**src/rtl/spi_arbiter_if.sv**
```systemverilog
`default_nettype none
// ============================================================================
// Module   : spi_arbiter_if
// Brief    : Requester-side and SPI-side bus bundle for the SPI arbiter.
// Revision : 1.0 - initial release
// ============================================================================
interface spi_arbiter_if #(
    parameter int NREQ   = 2,
    parameter int DATA_W = 8,
    parameter int ADDR_W = 4
);
    logic [NREQ-1:0]        req_in;
    logic [NREQ-1:0]        we_in;
    logic [NREQ-1:0]        ext_in;
    logic [NREQ*DATA_W-1:0] wdata_in;
    logic [NREQ-1:0]        gnt_out;
    logic [NREQ-1:0]        done_out;
    logic                   err_out;
    logic [DATA_W-1:0]      rdata_out;
    logic [ADDR_W-1:0]      raddr_out;
    logic                   busy_out;
    logic                   spi_send_out;
    logic                   spi_read_out;
    logic                   spi_drv_out;
    logic [DATA_W-1:0]      spi_data_out;
    logic                   spi_ready_in;
    logic [DATA_W-1:0]      spi_data_in;
    logic [ADDR_W-1:0]      spi_addr_in;

    // The arbiter itself: serves requesters and drives the SPI block.
    modport slave (
        input  req_in, we_in, ext_in, wdata_in,
        input  spi_ready_in, spi_data_in, spi_addr_in,
        output gnt_out, done_out, err_out, rdata_out, raddr_out, busy_out,
        output spi_send_out, spi_read_out, spi_drv_out, spi_data_out
    );

    modport master (
        output req_in, we_in, ext_in, wdata_in,
        output spi_ready_in, spi_data_in, spi_addr_in,
        input  gnt_out, done_out, err_out, rdata_out, raddr_out, busy_out,
        input  spi_send_out, spi_read_out, spi_drv_out, spi_data_out
    );
endinterface
`default_nettype wire

```
**src/rtl/spi_arbiter.sv**
```systemverilog
`default_nettype none
// ============================================================================
// Module   : spi_arbiter
// Brief    : Round-robin sharing of one SPI block between NREQ requesters.
// Revision : 1.0 - initial release
// ============================================================================
module spi_arbiter #(
    parameter int NREQ    = 2,
    parameter int DATA_W  = 8,
    parameter int ADDR_W  = 4,
    parameter int TIMEOUT = 32,
    parameter int TO_W    = $clog2(TIMEOUT + 1)
) (
    input  logic          clk,
    input  logic          rst,
    spi_arbiter_if.slave  bus
);
    localparam int IDX_W = (NREQ > 1) ? $clog2(NREQ) : 1;

    typedef enum logic [1:0] {
        S_IDLE  = 2'd0,
        S_ISSUE = 2'd1,
        S_WAIT  = 2'd2,
        S_DONE  = 2'd3
    } state_t;

    state_t              state_q, state_d;
    logic [NREQ-1:0]     gnt_l_q, gnt_l_d;
    logic [IDX_W-1:0]    idx_q, idx_d;
    logic [IDX_W-1:0]    last_q, last_d;
    logic                we_l_q, we_l_d;
    logic                ext_l_q, ext_l_d;
    logic                err_l_q, err_l_d;
    logic [DATA_W-1:0]   wdata_l_q, wdata_l_d;
    logic [TO_W-1:0]     cnt_q, cnt_d;
    logic [DATA_W-1:0]   rdata_q, rdata_d;
    logic [ADDR_W-1:0]   raddr_q, raddr_d;
    logic [NREQ-1:0]     gnt_out_q, gnt_out_d;
    logic [NREQ-1:0]     done_q, done_d;
    logic                err_out_q, err_out_d;
    logic                busy_q, busy_d;
    logic                send_q, send_d;
    logic                read_q, read_d;
    logic                drv_q, drv_d;
    logic [DATA_W-1:0]   sdata_q, sdata_d;

    logic                found;
    logic [IDX_W-1:0]    sel;
    logic                sel_we;
    logic                sel_ext;
    logic [DATA_W-1:0]   sel_wdata;
    logic [NREQ-1:0]     sel_onehot;

    // Round-robin pick: first requester at distance 1..NREQ from the last winner.
    always_comb begin
        found     = 1'b0;
        sel       = last_q;
        sel_we    = 1'b0;
        sel_ext   = 1'b0;
        sel_wdata = '0;
        for (int k = 1; k <= NREQ; k++) begin
            for (int i = 0; i < NREQ; i++) begin
                if (!found && bus.req_in[i] && (((int'(last_q) + k) % NREQ) == i)) begin
                    found     = 1'b1;
                    sel       = IDX_W'(i);
                    sel_we    = bus.we_in[i];
                    sel_ext   = bus.ext_in[i];
                    sel_wdata = bus.wdata_in[i*DATA_W +: DATA_W];
                end
            end
        end
        sel_onehot = NREQ'(1) << sel;
    end

    // Output flops are loaded with the values belonging to the next state.
    always_comb begin
        state_d   = state_q;
        gnt_l_d   = gnt_l_q;
        idx_d     = idx_q;
        last_d    = last_q;
        we_l_d    = we_l_q;
        ext_l_d   = ext_l_q;
        err_l_d   = err_l_q;
        wdata_l_d = wdata_l_q;
        cnt_d     = cnt_q;
        rdata_d   = rdata_q;
        raddr_d   = raddr_q;
        gnt_out_d = '0;
        done_d    = '0;
        err_out_d = 1'b0;
        send_d    = 1'b0;
        read_d    = 1'b0;
        drv_d     = 1'b0;
        sdata_d   = '0;
        unique case (state_q)
            S_IDLE: begin
                if (found) begin
                    state_d   = S_ISSUE;
                    idx_d     = sel;
                    gnt_l_d   = sel_onehot;
                    we_l_d    = sel_we;
                    ext_l_d   = sel_ext;
                    wdata_l_d = sel_wdata;
                    gnt_out_d = sel_onehot;
                    send_d    = sel_we;
                    read_d    = ~sel_we;
                    drv_d     = sel_ext;
                    sdata_d   = sel_wdata;
                end
            end
            S_ISSUE: begin
                state_d   = S_WAIT;
                cnt_d     = '0;
                gnt_out_d = gnt_l_q;
                read_d    = ~we_l_q;
                drv_d     = ext_l_q;
                sdata_d   = wdata_l_q;
            end
            S_WAIT: begin
                cnt_d = cnt_q + TO_W'(1);
                if (bus.spi_ready_in) begin
                    if (!we_l_q) begin
                        rdata_d = bus.spi_data_in;
                        raddr_d = bus.spi_addr_in;
                    end
                    err_l_d   = 1'b0;
                    state_d   = S_DONE;
                    gnt_out_d = gnt_l_q;
                    done_d    = gnt_l_q;
                    err_out_d = 1'b0;
                end else if (cnt_q == TO_W'(TIMEOUT - 1)) begin
                    err_l_d   = 1'b1;
                    state_d   = S_DONE;
                    gnt_out_d = gnt_l_q;
                    done_d    = gnt_l_q;
                    err_out_d = 1'b1;
                end else begin
                    gnt_out_d = gnt_l_q;
                    read_d    = ~we_l_q;
                    drv_d     = ext_l_q;
                    sdata_d   = wdata_l_q;
                end
            end
            S_DONE: begin
                last_d  = idx_q;
                state_d = S_IDLE;
            end
            default: state_d = S_IDLE;
        endcase
        busy_d = (state_d != S_IDLE);
    end

    always_ff @(posedge clk) begin
        if (rst) begin
            state_q   <= S_IDLE;
            gnt_l_q   <= '0;
            idx_q     <= '0;
            last_q    <= IDX_W'(NREQ - 1);
            we_l_q    <= 1'b0;
            ext_l_q   <= 1'b0;
            err_l_q   <= 1'b0;
            wdata_l_q <= '0;
            cnt_q     <= '0;
            rdata_q   <= '0;
            raddr_q   <= '0;
            gnt_out_q <= '0;
            done_q    <= '0;
            err_out_q <= 1'b0;
            busy_q    <= 1'b0;
            send_q    <= 1'b0;
            read_q    <= 1'b0;
            drv_q     <= 1'b0;
            sdata_q   <= '0;
        end else begin
            state_q   <= state_d;
            gnt_l_q   <= gnt_l_d;
            idx_q     <= idx_d;
            last_q    <= last_d;
            we_l_q    <= we_l_d;
            ext_l_q   <= ext_l_d;
            err_l_q   <= err_l_d;
            wdata_l_q <= wdata_l_d;
            cnt_q     <= cnt_d;
            rdata_q   <= rdata_d;
            raddr_q   <= raddr_d;
            gnt_out_q <= gnt_out_d;
            done_q    <= done_d;
            err_out_q <= err_out_d;
            busy_q    <= busy_d;
            send_q    <= send_d;
            read_q    <= read_d;
            drv_q     <= drv_d;
            sdata_q   <= sdata_d;
        end
    end

    assign bus.gnt_out      = gnt_out_q;
    assign bus.done_out     = done_q;
    assign bus.err_out      = err_out_q;
    assign bus.rdata_out    = rdata_q;
    assign bus.raddr_out    = raddr_q;
    assign bus.busy_out     = busy_q;
    assign bus.spi_send_out = send_q;
    assign bus.spi_read_out = read_q;
    assign bus.spi_drv_out  = drv_q;
    assign bus.spi_data_out = sdata_q;
endmodule
`default_nettype wire

```
**src/flat_wrapper.sv**
```systemverilog
// flat-port wrapper written by rule: the top's interface ports become plain ports
module spi_arbiter_flat 
#(
    parameter int NREQ    = 2,
    parameter int DATA_W  = 8,
    parameter int ADDR_W  = 4,
    parameter int TIMEOUT = 32,
    parameter int TO_W    = $clog2(TIMEOUT + 1)
)
  (clk, rst, bus_req_in, bus_we_in, bus_ext_in, bus_wdata_in, bus_spi_ready_in, bus_spi_data_in, bus_spi_addr_in, bus_gnt_out, bus_done_out, bus_err_out, bus_rdata_out, bus_raddr_out, bus_busy_out, bus_spi_send_out, bus_spi_read_out, bus_spi_drv_out, bus_spi_data_out);
  spi_arbiter_if #(.NREQ(NREQ), .DATA_W(DATA_W), .ADDR_W(ADDR_W)) bus_i ();
  input  logic clk;
  input  logic rst;
  input wire logic [$bits(bus_i.req_in)-1:0] bus_req_in;
  input wire logic [$bits(bus_i.we_in)-1:0] bus_we_in;
  input wire logic [$bits(bus_i.ext_in)-1:0] bus_ext_in;
  input wire logic [$bits(bus_i.wdata_in)-1:0] bus_wdata_in;
  input wire logic [$bits(bus_i.spi_ready_in)-1:0] bus_spi_ready_in;
  input wire logic [$bits(bus_i.spi_data_in)-1:0] bus_spi_data_in;
  input wire logic [$bits(bus_i.spi_addr_in)-1:0] bus_spi_addr_in;
  output wire logic [$bits(bus_i.gnt_out)-1:0] bus_gnt_out;
  output wire logic [$bits(bus_i.done_out)-1:0] bus_done_out;
  output wire logic [$bits(bus_i.err_out)-1:0] bus_err_out;
  output wire logic [$bits(bus_i.rdata_out)-1:0] bus_rdata_out;
  output wire logic [$bits(bus_i.raddr_out)-1:0] bus_raddr_out;
  output wire logic [$bits(bus_i.busy_out)-1:0] bus_busy_out;
  output wire logic [$bits(bus_i.spi_send_out)-1:0] bus_spi_send_out;
  output wire logic [$bits(bus_i.spi_read_out)-1:0] bus_spi_read_out;
  output wire logic [$bits(bus_i.spi_drv_out)-1:0] bus_spi_drv_out;
  output wire logic [$bits(bus_i.spi_data_out)-1:0] bus_spi_data_out;
  assign bus_i.req_in = bus_req_in;
  assign bus_i.we_in = bus_we_in;
  assign bus_i.ext_in = bus_ext_in;
  assign bus_i.wdata_in = bus_wdata_in;
  assign bus_i.spi_ready_in = bus_spi_ready_in;
  assign bus_i.spi_data_in = bus_spi_data_in;
  assign bus_i.spi_addr_in = bus_spi_addr_in;
  assign bus_gnt_out = bus_i.gnt_out;
  assign bus_done_out = bus_i.done_out;
  assign bus_err_out = bus_i.err_out;
  assign bus_rdata_out = bus_i.rdata_out;
  assign bus_raddr_out = bus_i.raddr_out;
  assign bus_busy_out = bus_i.busy_out;
  assign bus_spi_send_out = bus_i.spi_send_out;
  assign bus_spi_read_out = bus_i.spi_read_out;
  assign bus_spi_drv_out = bus_i.spi_drv_out;
  assign bus_spi_data_out = bus_i.spi_data_out;
  spi_arbiter #(.NREQ(NREQ), .DATA_W(DATA_W), .ADDR_W(ADDR_W), .TIMEOUT(TIMEOUT), .TO_W(TO_W)) u_core (.clk(clk), .rst(rst), .bus(bus_i));
endmodule
```
**config.mk**
```make
export PLATFORM = sky130hd
export DESIGN_NAME = spi_arbiter_flat
export DESIGN_NICKNAME = d
export VERILOG_FILES = /design/src/rtl/spi_arbiter_if.sv /design/src/rtl/spi_arbiter.sv /design/src/flat_wrapper.sv
export SDC_FILE = /design/constraint.sdc
export NUM_CORES = 1
export LEC_CHECK = 0
export CORE_ASPECT_RATIO = 0.9
export CORE_MARGIN = 8
export CORE_UTILIZATION = 40
export DETAILED_ROUTE_END_ITERATION = 10
export GPL_ROUTABILITY_DRIVEN = 0
export GPL_TIMING_DRIVEN = 0
export PLACE_DENSITY = 0.73
export SETUP_SLACK_MARGIN = 0.05
export SLEW_MARGIN = 20
export SYNTH_ARGS = -nofsm -noshare
export SYNTH_HDL_FRONTEND = slang
export SYNTH_SLANG_ARGS = --single-unit
export TNS_END_PERCENT = 5
```
**constraint.sdc**
```tcl
create_clock -name clk -period 1.6 [get_ports clk]
set_input_delay 0.32 -clock clk [delete_from_list [all_inputs] [get_ports clk]]
set_output_delay 0.32 -clock clk [all_outputs]
set_load 0.005 [all_outputs]
```
# Word level (Yosys, flattened, before mapping)
# Index checks and enable logic that the tools add are counted.
[word_totals] ff_bits=51 in_bits=37 out_inout_bits=29 elab_cells=98
[classes] addsub=3 n_eq_ne=6 shift=1 mux=42 n_bitwise=7 n_reduce_logical=21
[op_table] operator="$logic_not A32 Y1" count=2
[op_table] operator="$mux W8" count=7
[op_table] operator="$pmux W8 S3" count=1
[op_table] operator="$mux W1" count=23
[op_table] operator="$mux W2" count=6
[op_table] operator="$pmux W6 S2" count=1
[op_table] operator="$eq A2 B2 Y1 const B" count=4
[op_table] operator="$pmux W2 S4" count=1
[op_table] operator="$logic_and A1 B1 Y1" count=7
[op_table] operator="$add A6 B1 Y6 const B" count=1
[op_table] operator="$eq A6 B5 Y1 const B" count=1
[op_table] operator="$pmux W1 S3" count=2
[op_table] operator="$reduce_or A3 Y1" count=2
[op_table] operator="$not A1 Y1" count=5
[op_table] operator="$pmux W2 S2" count=1
[op_table] operator="$reduce_bool A2 Y1" count=2
[op_table] operator="$reduce_or A2 Y1" count=2
[op_table] operator="$logic_not A1 Y1" count=3
[op_table] operator="$reduce_and A3 Y1" count=1
[op_table] operator="$add A1 B1 Y1 const B" count=2
[op_table] operator="$and A1 B1 Y1 const A" count=2
[op_table] operator="$eq A2 B1 Y1 const B" count=1
[op_table] operator="$logic_not A2 Y1" count=1
[op_table] operator="$reduce_and A2 Y1" count=1
[op_table] operator="$shl A1 B1 Y2 const A" count=1

# Longest topological paths before layout
[depth] ltp_word=20 mapped_depth=7 mapped_depth_nobuf=5

# Worst setup path after synthesis
# Ideal clock, no wire load.
[synth_timing] kind="reg2reg" start="register u_core.state_q[0]" end="register u_core.cnt_q[5]" setup_ns=0.071 t_arrival_ns=1.449 t_required_ns=1.529 path_slack_ns=0.081 path_stages_with_launch=7 path_buffers=1 period_less_slack_ns=1.519 path_cell_list="dfxtp_1 > inv_1 > ha_1 > buf_2 > nand3_1 > or3_2 > a21oi_1"
[synth_between] elab_chain_len=2 word_cells_on_any_way=4 classes_between="2 x eq/ne; 1 x mux; 1 x reduce/logical"
[synth_rtl] item="from (decl)" line_no="spi_arbiter.sv:27" source="state_t state_q, state_d;"
[synth_rtl] item="from (signal assigned)" line_no="spi_arbiter.sv:175" source="state_q <= state_d;"
[synth_rtl] item="$eq A2 B2 Y1 or $eq A2 B1 Y1 (tied branches)" line_no="spi_arbiter.sv:95" source="unique case (state_q)"
[synth_rtl] item="$pmux W6 S2 or $reduce_bool A2 Y1 (tied branches)"
[synth_rtl] item="to (signal assigned)" line_no="spi_arbiter.sv:183" source="cnt_q <= cnt_d;"
[synth_rtl] item="to (decl)" line_no="spi_arbiter.sv:35" source="logic [TO_W-1:0] cnt_q, cnt_d;"
# Several ways; a longest one is shown, not always the timed one.
# A chain may end at the register's enable or synchronous reset.

# Worst setup path in the final report
# Same ends and word-level chain as after synthesis.

==> summary.md <==
| Metric | Value |
|---|---|
| Core Rows | `25` |
| Clock power share | `between 10% and 20%` |
| Mapped cell area | `2081 sq um` |
| Slowest stage cell, crit path | `or3_2` |
| Die Wd | `slightly above 90 um` |
| Area of the multi-input gates | `970.9 sq um` |
| Switching power of the nets | `between 1 and 1.5 mW` |
| Worst Hold Class | `in -> reg` |
| Placed Area | `roughly 2800 sq um` |
| Share of cells above drive strength 1 | `between 10% and 20%` |
| Gate Count Post-Synth | `207` |
| Post-synth top flop | `dfxtp_1` |
| Boundary pin count | `66` |
| Final count of negative-setup-slack endpoints | `0` |
| # clock sinks | `50` |
| CP peak stage delay | `410 ps` |
| Hold depth | `2` |
| Total grt overflow | `0` |
| Leak Pwr | `1.164 nW` |
| Initial antenna violation count | `0` |
| Global-route wire length before repair | `8914 um` |
| Starting DRC count in detailed routing | `70` |
| EDFF count, synth | `0` |
| CP top delay family | `simple AND/OR/NAND/NOR gates` |
| H-tree Lvls | `2` |
| Initial DRT Pass Iterations | `4` |
| Pre-CTS WS | `-403.5 ps` |
| Fin cells | `347` |
| Hold Vio Cnt, Final | `0` |
| Max cap viols | `0` |
| Sw Share | `33.40%` |
| Number of synthesis warnings | `0` |
| Post-Place Cells | `337` |
| Core Box Area | `5130 sq um` |
| R2R depth | `6` |
| Largest net degree at the start of global routing | `17` |
| Final wirelength | `5452 um` |
| Clk_lat worst skew | `300 ps` |
| CTS buffer count | `5` |
| Flop pwr share | `43.2%` |
| Fin crit share | `98.32%` |
| Async set or reset register ratio after synthesis | `0%` |
| Drt wl/cell | `15.71 um` |
| Antenna-violating nets left | `0` |
| Minimum clock period | `1573 ps` |
| DRC violation count after routing | `0` |
| Comb power frac | `37.0%` |
| Vias in the first global route | `1,804` |
| Worst VDD drop | `771.7 uV` |
| DP Wirelength | `4069 um` |
| Startpoint class of the critical path | `flop` |
| Cell-internal power | `2.444 mW` |
| Sequential fraction of the synthesis area | `between 40% and 50%` |
| Total Neg Setup Slack | `0 ps` |
| Synth unique cells | `43` |
| DIE HEIGHT | `84.43 um` |
| Port Buf Inserts | `63` |
| CTS tree | `done` |
| Clock slew at reported path FFs | `90 ps` |
| Area Overhead vs Synth | `40.89%` |
| CP endpoint kind | `flop` |
| Root buf cell | `clkbuf_8` |
| Outcome | `completed` |
| WP data required | `around 1800 ps` |
| PD cells | `1252 nW/um^2` |
| Nets | `321` |
| Hold WS | `225.8 ps` |
| Synth Net Count | `249` |
| Crit path buf inv count | `2` |
| RSZ-0062 raised after global routing | `yes` |
| FILL cells | `463` |
| Die area | `7769 sq um` |
| Synth Register Bits | `50` |
| Worst path cell trace | `inv_1 > ha_1 > buf_6 > nand3_1 > or3_2 > a21oi_1` |
| Crit-path max FO | `9` |
| CTS Buffer Depth | `2` |
| Slew @ Worst Pin | `between 400 and 500 ps` |
| WP data arrival | `1800 ps` |
| Vias | `1,802` |
| Relative slew margins | `around two thirds` |
| Sequential cell area | `1003 sq um` |
| Vias per Instance | `around 5.2` |
| Max Fclk | `635.7 MHz` |
| Worst setup path class | `reg -> reg` |
| WP depth | `6` |
| Initial Utilization | `between 40% and 50%` |
| Design area | `2932 sq um` |
| Final Max Tran Viols | `0` |
| Synth Area per Inst | `a little over 10 sq um` |
| Final worst slack | `about 27 ps` |
| Total inserted antenna cells | `0` |
| Worst clock skew | `between 10 and 15 ps` |
| GRT Total Usage | `14.06%` |
[cells by family after synthesis]
group	Yosys count	share of synthesized area (%)
AOI/OAI and AO/OA	49	18.94
xor gates and xnor gates	3	1.263
DFF	50	48.11
and+or+nand+nor	67	16.30
adders and majority gates	5	3.007
muxes	13	6.254
buffers and inverters	20	6.133
[placed cells by master (no fill, tap or decap), drive strengths merged]
cell / synthesis / layout
o21a: 1 / 1
nor2: 24 / 24
nand2b: 1 / 1
mux2i: 13 / 13
nand2: 16 / 16
o211a: 2 / 2
nor2b: 2 / 2
a31oi: 1 / 1
nor3b: 1 / 1
ha: 5 / 5
a21boi: 2 / 2
inv: 7 / 7
nor4b: 1 / 1
xor2: 3 / 3
clkbuf: 5 / 9
o21ai: 9 / 9
a211oi: 3 / 3
or3: 2 / 2
dfxtp: 50 / 50
and3: 1 / 1
a311o: 1 / 1
o221a: 1 / 1
a21oi: 6 / 6
nand4b: 1 / 1
nand4: 2 / 2
nor3: 3 / 3
clkinvlp: 0 / 1
nand3: 10 / 10
clkinv: 1 / 3
a32oi: 11 / 11
clkdlybuf4s50: 0 / 63
o32ai: 10 / 10
buf: 7 / 10
a22oi: 2 / 2
nand3b: 2 / 2
and3b: 1 / 1
[timing repair]
item,4_1_cts,5_1_grt
setup buffers,1,1
setup endpoints to repair,24,29
resized for setup,5,6
pin swaps,1,0
hold endpoints to repair,0,0
hold buffers,0,0
[power by group through the flow]
stage | logic [mW] | clock network, mW | registers, mW
global placement | 1.25 | 0 | 1.60
global route | 1.51 | 0.791 | 1.61
detailed placement | 1.27 | 0 | 1.61
CTS | 1.31 | 0.748 | 1.58
floorplan | 0.747 | 0 | 1.60
finish | 1.36 | 0.728 | 1.58
[state kept, by name, summed over array words and instances, names as in the netlist]
| register | cells |
|---|---|
| u_core.bus.spi_data_out | 8 |
| u_core.bus.spi_send_out | 1 |
| u_core.bus.err_out | 1 |
| u_core.cnt_q | 6 |
| u_core.bus.rdata_out | 8 |
| u_core.bus.gnt_out | 2 |
| u_core.we_l_q | 1 |
| u_core.bus.busy_out | 1 |
| u_core.wdata_l_q | 8 |
| u_core.ext_l_q | 1 |
| u_core.last_q | 1 |
| u_core.bus.raddr_out | 4 |
| u_core.gnt_l_q | 1 |
| u_core.bus.done_out | 2 |
| u_core.bus.spi_read_out | 1 |
| u_core.idx_q | 1 |
| u_core.bus.spi_drv_out | 1 |
| u_core.state_q | 2 |
[worst paths after layout]
| kind | from | end | slack, ps |
|---|---|---|---|
| worst max register to register | u_core.state_q[0] | u_core.cnt_q[5] | 30 |
| worst min-delay path | rst | u_core.wdata_l_q[3] | 230 |
| worst min register to register | u_core.wdata_l_q[5] | u_core.bus.spi_data_out[5] | 470 |
| worst max-delay path | u_core.state_q[0] | u_core.cnt_q[5] | 30 |
[per-stage QoR]
step	power (mW)	util [%]
floorplan	2.349	-
global placement	2.847	54.49
detailed placement	2.873	54.49
CTS	3.634	56.61
global route	3.912	57.15
finish	3.670	57.15
[Yosys cell counts, drive strengths merged, types with 3 or more instances]
cell | number | share of area, %
a21oi | 6 | 1.4
buf | 7 | 2.8
nor2 | 24 | 4.3
xor2 | 3 | 1.3
a211oi | 3 | 1.3
inv | 7 | 1.3
clkbuf | 5 | 1.9
a32oi | 11 | 5.0
o32ai | 10 | 4.2
nand3 | 10 | 2.6
mux2i | 13 | 6.3
dfxtp | 50 | 48
ha | 5 | 3.0
o21ai | 9 | 2.3
nand2 | 16 | 2.9
nor3 | 3 | 0.72
[cell type report]
class                   instances  share of cell area (%)
plain buffers                  12                   3.671
clock buffers                   5                   2.347
clock inverters                 3                  0.7256
inverters                       8                   1.024
multi-input cells             137                   33.12
flip-flops and latches         50                   34.23
well taps                      67                   2.860
repair buffers                 65                   22.02
[routing by layer]
layer	track usage, %	routed length [um]	up-vias	part of all wire (%)
met2	23.96	2751	31	50
li1	-	-	901	-
met4	4.094	59	0	1.1
met1	16.64	2369	863	43
met5	0	0	-	0
met3	4.011	272	7	5.0
(Power assumes the default switching activity.)
